==> config.mk <==
export PLATFORM = sky130hd
export DESIGN_NAME = fcvt_sequencer
export DESIGN_NICKNAME = d
export VERILOG_FILES = /design/src/rtl/fcvt_sequencer.sv
export SDC_FILE = /design/constraint.sdc
export NUM_CORES = 1
export LEC_CHECK = 0
export CAP_MARGIN = 5
export CORE_UTILIZATION = 39
export DETAILED_ROUTE_END_ITERATION = 8
export PLACE_DENSITY_LB_ADDON = 0.12
export SLEW_MARGIN = 20
export SYNTH_ARGS = -nofsm -noshare
export SYNTH_HDL_FRONTEND = slang
export SYNTH_SLANG_ARGS = --single-unit
==> constraint.sdc <==
create_clock -name clk -period 1.7 [get_ports clk]
set_input_delay 0.34 -clock clk [delete_from_list [all_inputs] [get_ports clk]]
set_output_delay 0.34 -clock clk [all_outputs]
set_load 0.02 [all_outputs]
==> src/rtl/fcvt_sequencer.sv <==
// Multi-cycle controller for the FCVTD int<->double datapath: latches a request,
// unpacks the double operand, drives the datapath from registers, returns a registered result.
module fcvt_sequencer #(
  parameter int unsigned EXP_BIAS = 1023,
  parameter int unsigned SIG_W    = 53
) (
  input  logic             clk,
  input  logic             resetn,
  input  logic             start_i,
  input  logic [1:0]       op_i,
  input  logic [2:0]       rm_i,
  input  logic [2:0]       frm_i,
  input  logic [63:0]      rs1_i,
  input  logic             flush_i,
  output logic             busy_o,
  output logic             done_o,
  output logic [63:0]      result_o,
  output logic             nv_o,
  output logic             illegal_o,
  output logic [63:0]      cvtRs1_o,
  output logic [12:0]      cvtExp_o,
  output logic [SIG_W-1:0] cvtSig_o,
  output logic [5:0]       cvtClass_o,
  output logic [1:0]       cvtInstr_o,
  output logic [2:0]       cvtRm_o,
  input  logic [63:0]      cvtOut_i
);

  localparam int unsigned XLEN    = 64;
  localparam int unsigned EXP_W   = 13;
  localparam int unsigned BEXP_W  = 11;
  localparam int unsigned FRAC_W  = 52;
  localparam int unsigned CLASS_W = 6;

  // One-hot class bit positions shared with the FPU class flags
  localparam int unsigned CLS_ZERO = 0;
  localparam int unsigned CLS_SUB  = 1;
  localparam int unsigned CLS_NORM = 2;
  localparam int unsigned CLS_INF  = 3;
  localparam int unsigned CLS_QNAN = 4;
  localparam int unsigned CLS_SNAN = 5;

  localparam int unsigned OP_UNS = 0;
  localparam int unsigned OP_D2I = 1;

  localparam logic [2:0] RM_DYN       = 3'b111;
  localparam logic [2:0] RM_LAST_OKAY = 3'd4;

  localparam logic signed [EXP_W-1:0] EXP_31 = EXP_W'(31);
  localparam logic signed [EXP_W-1:0] EXP_32 = EXP_W'(32);

  typedef enum logic [1:0] {
    IDLE    = 2'd0,
    UNPACK  = 2'd1,
    CONVERT = 2'd2,
    DONE    = 2'd3
  } state_t;

  state_t state_q, state_d;

  logic             accept;
  logic             load_cvt;
  logic             load_res;
  logic [2:0]       rm_res;
  logic             rm_reserved;

  logic [1:0]       op_q;
  logic [2:0]       rm_q;
  logic [XLEN-1:0]  rs1_q;

  logic [BEXP_W-1:0]  bexp;
  logic [FRAC_W-1:0]  frac;
  logic               e_zero;
  logic               e_max;
  logic               frac_zero;
  logic [EXP_W-1:0]   exp_d;
  logic [SIG_W-1:0]   sig_d;
  logic [CLASS_W-1:0] class_d;

  logic signed [EXP_W-1:0] exp_s;
  logic                    sign;
  logic                    nan_inf;
  logic                    min_int;
  logic                    nv_d;

  assign rm_res      = (rm_i == RM_DYN) ? frm_i : rm_i;
  assign rm_reserved = (rm_res > RM_LAST_OKAY);

  // Field extraction from the latched operand
  assign bexp      = rs1_q[XLEN-2 -: BEXP_W];
  assign frac      = rs1_q[FRAC_W-1:0];
  assign e_zero    = (bexp == '0);
  assign e_max     = (bexp == '1);
  assign frac_zero = (frac == '0);

  // Zero/subnormal share the minimum normal exponent; Inf/NaN fall out as e-bias = +1024
  assign exp_d = e_zero ? (EXP_W'(1) - EXP_W'(EXP_BIAS))
                        : (EXP_W'(bexp) - EXP_W'(EXP_BIAS));
  assign sig_d = SIG_W'({~e_zero, frac});

  always_comb begin
    class_d           = '0;
    class_d[CLS_ZERO] = e_zero & frac_zero;
    class_d[CLS_SUB]  = e_zero & ~frac_zero;
    class_d[CLS_NORM] = ~e_zero & ~e_max;
    class_d[CLS_INF]  = e_max & frac_zero;
    class_d[CLS_QNAN] = e_max & frac[FRAC_W-1];
    class_d[CLS_SNAN] = e_max & ~frac[FRAC_W-1] & ~frac_zero;
  end

  // Invalid flag evaluated from the operands the datapath is seeing in CONVERT
  assign exp_s   = $signed(cvtExp_o);
  assign sign    = cvtRs1_o[XLEN-1];
  assign nan_inf = cvtClass_o[CLS_INF] | cvtClass_o[CLS_QNAN] | cvtClass_o[CLS_SNAN];
  assign min_int = sign && (exp_s == EXP_31) && (cvtSig_o[SIG_W-2:0] == '0);

  always_comb begin
    nv_d = 1'b0;
    if (cvtInstr_o[OP_D2I]) begin
      if (nan_inf) begin
        nv_d = 1'b1;
      end else if (!cvtInstr_o[OP_UNS]) begin
        nv_d = (exp_s >= EXP_31) && !min_int;
      end else begin
        nv_d = (exp_s >= EXP_32) || (sign && !exp_s[EXP_W-1]);
      end
    end
  end

  // Next-state and load enables
  always_comb begin
    state_d  = state_q;
    accept   = 1'b0;
    load_cvt = 1'b0;
    load_res = 1'b0;
    case (state_q)
      IDLE: begin
        if (start_i && !flush_i) begin
          accept  = 1'b1;
          state_d = rm_reserved ? DONE : UNPACK;
        end
      end
      UNPACK: begin
        if (flush_i) begin
          state_d = IDLE;
        end else begin
          load_cvt = 1'b1;
          state_d  = CONVERT;
        end
      end
      CONVERT: begin
        if (flush_i) begin
          state_d = IDLE;
        end else begin
          load_res = 1'b1;
          state_d  = DONE;
        end
      end
      DONE:    state_d = IDLE;
      default: state_d = IDLE;
    endcase
  end

  // State register with status outputs that follow the state
  always_ff @(posedge clk) begin
    if (!resetn) begin
      state_q <= IDLE;
      busy_o  <= 1'b0;
      done_o  <= 1'b0;
    end else begin
      state_q <= state_d;
      busy_o  <= (state_d != IDLE);
      done_o  <= (state_d == DONE);
    end
  end

  // Request latch, datapath operand registers and result registers
  always_ff @(posedge clk) begin
    if (!resetn) begin
      op_q       <= '0;
      rm_q       <= '0;
      rs1_q      <= '0;
      cvtRs1_o   <= '0;
      cvtExp_o   <= '0;
      cvtSig_o   <= '0;
      cvtClass_o <= '0;
      cvtInstr_o <= '0;
      cvtRm_o    <= '0;
      result_o   <= '0;
      nv_o       <= 1'b0;
      illegal_o  <= 1'b0;
    end else begin
      if (accept) begin
        op_q  <= op_i;
        rm_q  <= rm_res;
        rs1_q <= rs1_i;
        if (rm_reserved) begin
          result_o  <= '0;
          nv_o      <= 1'b0;
          illegal_o <= 1'b1;
        end
      end
      if (load_cvt) begin
        cvtRs1_o   <= rs1_q;
        cvtExp_o   <= exp_d;
        cvtSig_o   <= sig_d;
        cvtClass_o <= class_d;
        cvtInstr_o <= op_q;
        cvtRm_o    <= rm_q;
      end
      if (load_res) begin
        result_o  <= cvtOut_i;
        nv_o      <= nv_d;
        illegal_o <= 1'b0;
      end
    end
  end

endmodule
==> results of run 1 <==
-- final timing paths --
path | slack [ns] | from | end
max | -0.03 | cvtRs1_o[33] | nv_o
min | 0.37 | rs1_i[40] | rs1_q[40]
max reg2reg | -0.03 | cvtRs1_o[33] | nv_o
min reg2reg | 0.45 | rs1_q[63] | cvtRs1_o[63]
-- area by class of cell --
type	count	share of cell area
inverters	4	0.00150
clock inverters	2	0.000749
repair buffers	450	0.309
flip-flops and latches	227	0.341
clock buffers	40	0.0548
well taps	275	0.0258
multi-input cells	692	0.268
-- metrics by stage --
stage	hold WS, ns	instance area [sq um]	setup slack, ns
2_1_floorplan	0.432	8590	0.0108
3_3_place_gp	0.440	12700	-0.356
3_5_place_dp	0.442	12700	-0.391
4_1_cts	0.357	13300	-0.0626
5_1_grt	0.371	13400	-0.109
6_report	0.370	13400	-0.0301
-- repair_timing --
action	in CTS	in global routing
resized for setup	233	57
gates cloned	0	0
pin swaps	8	3
hold buffers	0	0
setup endpoints to repair	214	33
-- power breakdown --
part	total [W]	switching (W)	internal [W]	leakage (nW)
logic	0.00128	0.000633	0.000648	3.59
clock network	0.00497	0.00205	0.00291	0.364
registers	0.00557	0.000108	0.00546	1.84
total	0.0118	0.00279	0.00902	5.80
-- registers in the layout, summed over array words and instances (netlist names) --
name / flops
busy_o: 1
done_o: 1
cvtInstr_o: 2
state_q: 2
illegal_o: 1
nv_o: 1
cvtClass_o: 6
rs1_q: 64
cvtSig_o: 1
cvtRm_o: 3
cvtRs1_o: 64
result_o: 64
cvtExp_o: 12
rm_q: 3
op_q: 2
-- worst min-delay path, cell delays in order --
cell	delay, ns
clkdlybuf4s50_1	0.40
nand2_1	0.05
a21oi_1	0.05
-- cells by family (layout without fill, tap and decap cells) --
group	count (synthesis)	after routing
and+or+nand+nor	449	449
AOI/OAI and AO/OA	233	233
xor gates and xnor gates	8	8
buffers and inverters	133	496
adders and majority gates	2	2
DFF	227	227
-- metal layers --
layer  GRT usage  up-vias  share of wire
li1            -     4191              -
met1       0.301     3916           0.41
met2       0.426      291           0.50
met3      0.0567       32          0.076
met4      0.0455        0          0.016
met5           0        -              0
-- Yosys cell counts --
cell type,n,share of area
nand3_1,13,0.0076
a211oi_1,6,0.0052
nor2_1,86,0.038
nand3b_1,4,0.0035
inv_1,3,0.0013
nand2b_1,1,0.00073
ha_1,2,0.0029
buf_4,53,0.046
o21ai_0,6,0.0035
buf_2,6,0.0035
nor3_1,8,0.0047
clkbuf_1,63,0.028
clkbuf_2,1,0.00058
nor4bb_1,1,0.0012
a21oi_1,154,0.090
xor2_1,6,0.0061
nor4b_1,2,0.0020
nor4b_4,1,0.0028
and3_1,3,0.0022
nand2_1,286,0.12
inv_2,1,0.00044
a31oi_1,1,0.00073
and2_1,2,0.0015
xnor2_1,2,0.0020
buf_1,6,0.0026
a2bb2oi_1,1,0.0010
and4b_1,1,0.0012
a32o_1,1,0.0012
nand4_1,8,0.0058
a22oi_1,64,0.056
dfxtp_1,227,0.53
or4b_1,1,0.0012
nor4_1,30,0.022
or3_1,1,0.00073
nor3b_1,1,0.00087
==> impl_metrics.csv, run 1 <==
group,metric,value,unit
timing,final_hold_viol_count,0,
critical_path,critPathKind,"reg -> reg",
floorplanning,fp.dieH,150,um
cts,h-tree-depth,1,
finish,final_common_cell,"nand2_1",
cts,cts_buffers,25,
synth,synthSimpleGateAreaFrac,0.220,
timing,rsz0062_at_grt,"yes",
cts,cts_tree,"built",
timing,min_period,1.73,ns
finish,final_cell_mix,"nand2_1 (285), dfxtp_1 (218), dlygate4sd2_1 (179)",
detailed_routing,avgViaCountPerCell,4.99,
critical_path,slowest_delay,0.43,ns
floorplanning,pin_count,349,
timing,setup_viol,1,
synth,synth_compound_area_frac,0.157,
detailed_routing,vias,8430,
critical_path,path_depth,6,
timing,min_period_over_period,1.02,
detailed_routing,drc,0,
cts,cts-root-buf,"clkbuf_16",
min_path,hold_class,"in -> reg",
synth,synth_xor_xnor_area_share,0.00816,
grt,grt_pass1_vias,8137,
synth,synth_nets,1194,
synth,yosys.area_share.adder,0.00291,
cts,cts_setup_buffers,0,
synth,syn_avg_cell_area,8.16,sq um
synth,ys_ff_latch,227,
run,drv_cap,0,
synth,yosysSeqAreaShare,0.529,
grt,grt_max_degree,105,
floorplanning,die_area,0.0226,sq mm
critical_path,worstPathArrival,2.13,ns
power,ir_worst_vdd,0.000584,V
finish,nNetsFinal,1542,
finish,num_antenna_cells,0,
grt,grt.overflow.total,0,
finish,drive_gt1_frac,0.129,
finish,syn2layout_area_growth,55.5,%
detailed_routing,wl_per_cell,16.6,um
finish,fin_util,0.628,
grt,grt_pass1_wl,43200,um
finish,layout.cells.non_filler,1690,
detailed_routing,drtIter0Drc,535,
cts,cts_sinks,227,
detailed_routing,wl,28100,um
timing,fmax,0.578,GHz
critical_path,crit_family,"simple AND/OR/NAND/NOR gates",
critical_path,cp_data_required_time,2.10,ns
critical_path,crit_path_cell_trace,"nor4_1, nand4_1, nor3_2, buf_4, a21oi_2, a32o_1",
synth,yosysWarnings,0,
power,p_per_area,884,mW/mm^2
finish,multiInputGateArea,0.00357,sq mm
status,violations,"negative setup slack",
critical_path,crit_slowest_cell,"nor4_1",
timing,setup-tns-final,-0.0301,ns
power,p_leak,5.80,nW
floorplanning,coreArea,0.0213,sq mm
synth,syn-instance-count,1052,
min_path,min_path_cells,3,
timing,relSlewSlack,0.686,
floorplanning,initial_core_util,0.404,
synth,syn_area,0.00859,sq mm
cts,clk_latency,0.50,ns
floorplanning,fp-row-count,53,
floorplanning,die_w,150,um
cts,clk_pin_slew_worst_paths,0.06,ns
place,routabilityCongestion,0.806,
grt,track_usage,0.242,
detailed_routing,ant_nets,0,
cts,cts.path.max_buffers,3,
status,status,"finished with violations",
synth,synth_cell_types,35,
finish,fill_cells,1952,
grt,antenna_found_initial,0,
timing,clock_skew,0.00664,ns
critical_path,r2r_cells,6,
timing,tightest_slew,0.470,ns
critical_path,crit_path_start_kind,"register",
timing,fin_ws,-0.0301,ns
place,dp_cells,1649,
power,total_power,0.0118,W
critical_path,path_buf_inv,1,
place,port_buffers,348,
critical_path,critical_path_peak_fanout,4,
synth,synth_top_family_by_area,"simple AND/OR/NAND/NOR gates",
finish,seq_area,0.00456,sq mm
synth,synth_mux_area_frac,0,
detailed_routing,drtPass1Iterations,4,
place,place_hpwl,19800,um
critical_path,endpoint_kind,"register",
timing,final_max_slew_viol_count,0,
Power figures use the tool's default switching activity.
==> run 2, diff against run 1 <==
--- a/config.mk
+++ b/config.mk
@@ -7,6 +7,7 @@
 export LEC_CHECK = 0
 export CAP_MARGIN = 5
 export CORE_UTILIZATION = 39
+export CTS_CLUSTER_DIAMETER = 100
 export DETAILED_ROUTE_END_ITERATION = 8
 export PLACE_DENSITY_LB_ADDON = 0.12
 export SLEW_MARGIN = 20
==> results of run 2 <==
Same layout as run 1: the final DEF is identical, and so are final timing and power.
